[config.mk]
export PLATFORM = sky130hd
export DESIGN_NAME = scroll_load_sequencer
export DESIGN_NICKNAME = d
export VERILOG_FILES = /design/src/rtl/scroll_load_sequencer.sv
export SDC_FILE = /design/constraint.sdc
export NUM_CORES = 1
export LEC_CHECK = 0
export ABC_AREA = 1
export CORE_AREA = 2 2 90 92
export CTS_CLUSTER_DIAMETER = 150
export DETAILED_ROUTE_END_ITERATION = 16
export DIE_AREA = 0 0 92 94
export SETUP_SLACK_MARGIN = 0.15
export SYNTH_ARGS = -nofsm -noshare
export SYNTH_HDL_FRONTEND = slang
export SYNTH_SLANG_ARGS = --single-unit
[constraint.sdc]
create_clock -name CLK10 -period 2.24 [get_ports CLK10]
set_input_delay 0.448 -clock CLK10 [delete_from_list [all_inputs] [get_ports CLK10]]
set_output_delay 0.448 -clock CLK10 [all_outputs]
set_load 0.1 [all_outputs]
[src/rtl/scroll_load_sequencer.sv]
// Scroll-counter load writer: double-buffers CPU scroll writes until vertical
// blank, then drives BD and pulses HSLDn/VSLDn to preset the scroll counters.
module scroll_load_sequencer (
  input  logic       CLK10,
  input  logic       RESET,
  input  logic       CPU_WR,
  input  logic       CPU_A,
  input  logic [7:0] CPU_D,
  input  logic       HBLANK1n,
  input  logic       VBLANK,
  input  logic       PLAYER2,
  output logic [7:0] BD,
  output logic       BD_OE,
  output logic       HSLDn,
  output logic       VSLDn,
  output logic       BUSY
);

  typedef enum logic [1:0] {
    IDLE,
    DRIVE,
    LOAD,
    HOLD
  } state_t;

  state_t     state, next_state;
  logic       sel_v, next_sel_v;
  logic       enter_drive;
  logic [7:0] bd_q;
  logic [7:0] pend_h, pend_v;
  logic [7:0] act_h, act_v;
  logic       dirty_h, dirty_v;
  logic       req_h, req_v;
  logic       hblank1n_d, vblank_d;

  logic h_fall, v_fall, v_rise;
  logic wr_h, wr_v;
  logic eff_h, eff_v;
  logic load_h, load_v;
  logic [7:0] next_act_sel;

  assign h_fall = hblank1n_d & ~HBLANK1n;
  assign v_fall = vblank_d & ~VBLANK;
  assign v_rise = VBLANK & ~vblank_d;
  assign wr_h   = CPU_WR & ~CPU_A;
  assign wr_v   = CPU_WR & CPU_A;

  // Edges seen this cycle count as pending so a sequence can start without
  // waiting a cycle for the request flag to register.
  assign eff_h  = req_h | h_fall;
  assign eff_v  = req_v | v_fall;
  assign load_h = (state == LOAD) & ~sel_v;
  assign load_v = (state == LOAD) & sel_v;

  always_ff @(posedge CLK10 or posedge RESET) begin
    if (RESET) begin
      hblank1n_d <= 1'b1;
      vblank_d   <= 1'b0;
    end else begin
      hblank1n_d <= HBLANK1n;
      vblank_d   <= VBLANK;
    end
  end

  // A write landing on the copy edge stays pending for the next frame.
  always_ff @(posedge CLK10 or posedge RESET) begin
    if (RESET) begin
      pend_h  <= 8'h00;
      pend_v  <= 8'h00;
      act_h   <= 8'h00;
      act_v   <= 8'h00;
      dirty_h <= 1'b0;
      dirty_v <= 1'b0;
    end else begin
      if (v_rise && dirty_h) act_h <= pend_h;
      if (v_rise && dirty_v) act_v <= pend_v;
      if (wr_h) begin
        pend_h  <= CPU_D;
        dirty_h <= 1'b1;
      end else if (v_rise) begin
        dirty_h <= 1'b0;
      end
      if (wr_v) begin
        pend_v  <= CPU_D;
        dirty_v <= 1'b1;
      end else if (v_rise) begin
        dirty_v <= 1'b0;
      end
    end
  end

  // A fresh edge wins over the clear so a request is never lost.
  always_ff @(posedge CLK10 or posedge RESET) begin
    if (RESET) begin
      req_h <= 1'b0;
      req_v <= 1'b0;
    end else begin
      req_h <= h_fall | (req_h & ~load_h);
      req_v <= v_fall | (req_v & ~load_v);
    end
  end

  always_comb begin
    next_state  = state;
    next_sel_v  = sel_v;
    enter_drive = 1'b0;
    unique case (state)
      IDLE, HOLD: begin
        if (eff_v || eff_h) begin
          next_state  = DRIVE;
          next_sel_v  = eff_v;
          enter_drive = 1'b1;
        end else begin
          next_state = IDLE;
        end
      end
      DRIVE:   next_state = LOAD;
      LOAD:    next_state = HOLD;
      default: next_state = IDLE;
    endcase
  end

  assign next_act_sel = next_sel_v ? act_v : act_h;

  always_ff @(posedge CLK10 or posedge RESET) begin
    if (RESET) begin
      state <= IDLE;
      sel_v <= 1'b0;
      bd_q  <= 8'h00;
    end else begin
      state <= next_state;
      sel_v <= next_sel_v;
      if (enter_drive) bd_q <= PLAYER2 ? ~next_act_sel : next_act_sel;
    end
  end

  assign BD_OE = (state != IDLE);
  assign BUSY  = BD_OE;
  assign BD    = BD_OE ? bd_q : 8'h00;
  assign HSLDn = ~load_h;
  assign VSLDn = ~load_v;

endmodule

==> flow_summary.ini <==
[cells_and_area]
utilization_pct = 36.99
syn_to_final_growth_pct = 25.43
fin_nets = 317
fin_area_um2 = 2814
antenna_cells = 0
drive_gt1_share_pct = 10.96

[floorplanning]
die_area_um2 = 8648
num_io_pins = 27
rows = 32
design.core.area_um2 = 7607
die_w_um = 92
start_util_pct = 29.49
dieHeight_um = 94

[clock_network]
cts_buffer_depth = 2
cts_tree = yes
clkSinkCount = 49
root_buffer = clkbuf_8
post_cts_buffers = 0
post_cts_resized = 0
ctsHtreeMaxLevel = 2
hold_buffers = 0
clk_pin_slew_ps = 90
worstSkewPairLatency_ps = 300
cts-buffers-inserted = 5

[placement]
place_area_um2 = 2713
place.gp.congestion = 0.7904
hpwl_um = 3220
place.port_buffers = 26

[logic_synthesis]
async_flop_share_pct = 100.0
synth_top_cell_by_area = dfrtp_1
synthCells = 274
synth_warnings = 0
ys_dominant_reg_cell = dfrtp_1
synth_edf_count = 0
syn_area_um2 = 2243
yosysUniqueCellTypes = 19
synth_area_per_cell_um2 = 8.188
synth_top_area_share_pct = 53.54
syn_nets = 291
synth-seq-cells = 49
synth_area_leaders = dfrtp_1 54%, nand2_1 9.7%, nand3_1 8.9%
ys_seq_area_share_pct = 54.71

[global_route]
antenna_found_initial = 0
grt.overflow.total = 0
grt_max_degree = 23
grt_pass1_vias = 1681
grt_pass1_wl_um = 7438
gr-usage-all-layers_pct = 10.63

[sta]
clock-skew-final_ps = 9.599
hold_viol = 0
fmax_mhz = 505.8
min_period_over_period_pct = 88.27
slew_headroom_pct = 65.21
slew_viol_final = 0
rsz0062_at_grt = no
worstMarginPinSlew_ps = 520.6
setup_violations = 0
period_needed_ps = 1977
fin_hold_ws_ps = 461.9

[run_status]
status = completed

[detailed_routing]
initialDrtViolationCount = 52
wl_per_cell_um = 10.48
dr.pass1.iters = 4
drc = 0
ant_nets = 0
dr_total_vias = 1698
viasPerCell = 4.213
wirelength_um = 4223

[worst_setup_path]
reg2reg_depth = 10
crit_fanout = 9
critPathRequiredTime_ps = 1790
crit_type = register to output pin
r2r_end = bd_q[1]$_DFFE_PP0P_
r2r-start = state[0]$_DFF_PP0_
crit_path_start_kind = register
critPathCaptureType = output pin
arrival_ps = 1530
r2r_slack_ps = 440

[job]
cap_violations = 0

[hold_path]
hold_class = primary input to async pin
placed cells by master, fill, tap and decap left out, types with 7 or more instances in the layout:
master | synthesis | routed
nand2_1 | 58 | 58
dfrtp_1 | 48 | 48
inv_1 | 44 | 42
nand3_1 | 40 | 40
nor2_1 | 26 | 26
o21ai_0 | 21 | 21
a21oi_1 | 16 | 16
clkdlybuf4s50_1 | 0 | 14
buf_12 | 0 | 12
clkbuf_8 | 0 | 7
critical path, stage by stage (launching register included):
cell and delay (ps):
dfrtp_1 370, inv_1 80, ha_1 360, clkinvlp_4 220, buf_12 200
cells in the mapped netlist (2+ instances only):
| cell type | instances |
|---|---|
| nand2_1 | 58 |
| dfrtp_1 | 48 |
| inv_1 | 44 |
| a21oi_1 | 16 |
| nand2_2 | 3 |
| buf_6 | 3 |
| o21ai_0 | 21 |
| ha_1 | 2 |
| nor2_1 | 26 |
| nand3_1 | 40 |
| clkbuf_1 | 5 |
per-layer routing:
| layer | vias to the layer above | track usage, % | routed length (µm) |
|---|---|---|---|
| met3 | 6 | 2.247 | 127 |
| met1 | 763 | 13.19 | 2081 |
| met4 | 0 | 4.478 | 81 |
| met5 | - | 0 | 0 |
| met2 | 27 | 18.01 | 1933 |
| li1 | 902 | - | - |
registers in the layout (all words and copies together) (netlist names):
register / count
act_h: 8
pend_v: 8
state: 2
req_h: 1
dirty_v: 1
dirty_h: 1
hblank1n_d: 1
req_v: 1
vblank_d: 1
bd_q: 8
sel_v: 1
pend_h: 8
act_v: 8
kinds of logic (layout without fill, tap and decap cells):
group                    Yosys count  in the layout  share of synthesized area [%]
AND/OR/NAND/NOR                  129            129                          24.60
buffers and inverters             56             83                          10.60
flip-flops                        49             49                          54.71
AO/OA/AOI/OAI                     38             38                          8.980
adder cells (fa/ha/maj)            2              2                          1.115
area by class of cell:
type / count / area, µm²
clock buffers: 7 / 96.34
clock inverters: 1 / 5.005
fillers: 810 / 4793
inverters: 46 / 176.4
multi-input cells: 169 / 778.2
flip-flops and latches: 49 / 1227
well taps: 102 / 127.6
repair buffers: 29 / 402.9
metrics by stage:
step	worst slack [ps]	setup TNS (ps)	instances
after detailed placement	243.1	0	395
after global placement	286.5	0	395
after global routing	164.2	0	403
after floorplan	-188.8	-1510	274
final	262.8	0	403
after CTS	219.4	0	403
worst max-delay path by stage:
stage                                  start                   to  slack [ps]  depth (start not counted)
after global placement              HBLANK1n  bd_q[5]$_DFFE_PP0P_         290                         11
after detailed placement            HBLANK1n  bd_q[1]$_DFFE_PP0P_         240                         11
after floorplan           state[0]$_DFF_PP0_                BD[0]        -190                          4
final                     state[0]$_DFF_PP0_                 BUSY         260                          4
after CTS                 state[0]$_DFF_PP0_                 BUSY         220                          4
after global routing      state[0]$_DFF_PP0_                 BUSY         160                          4
Power is not shown: default switching activity piles up to over one toggle a cycle in this logic, so the estimate is an artifact.
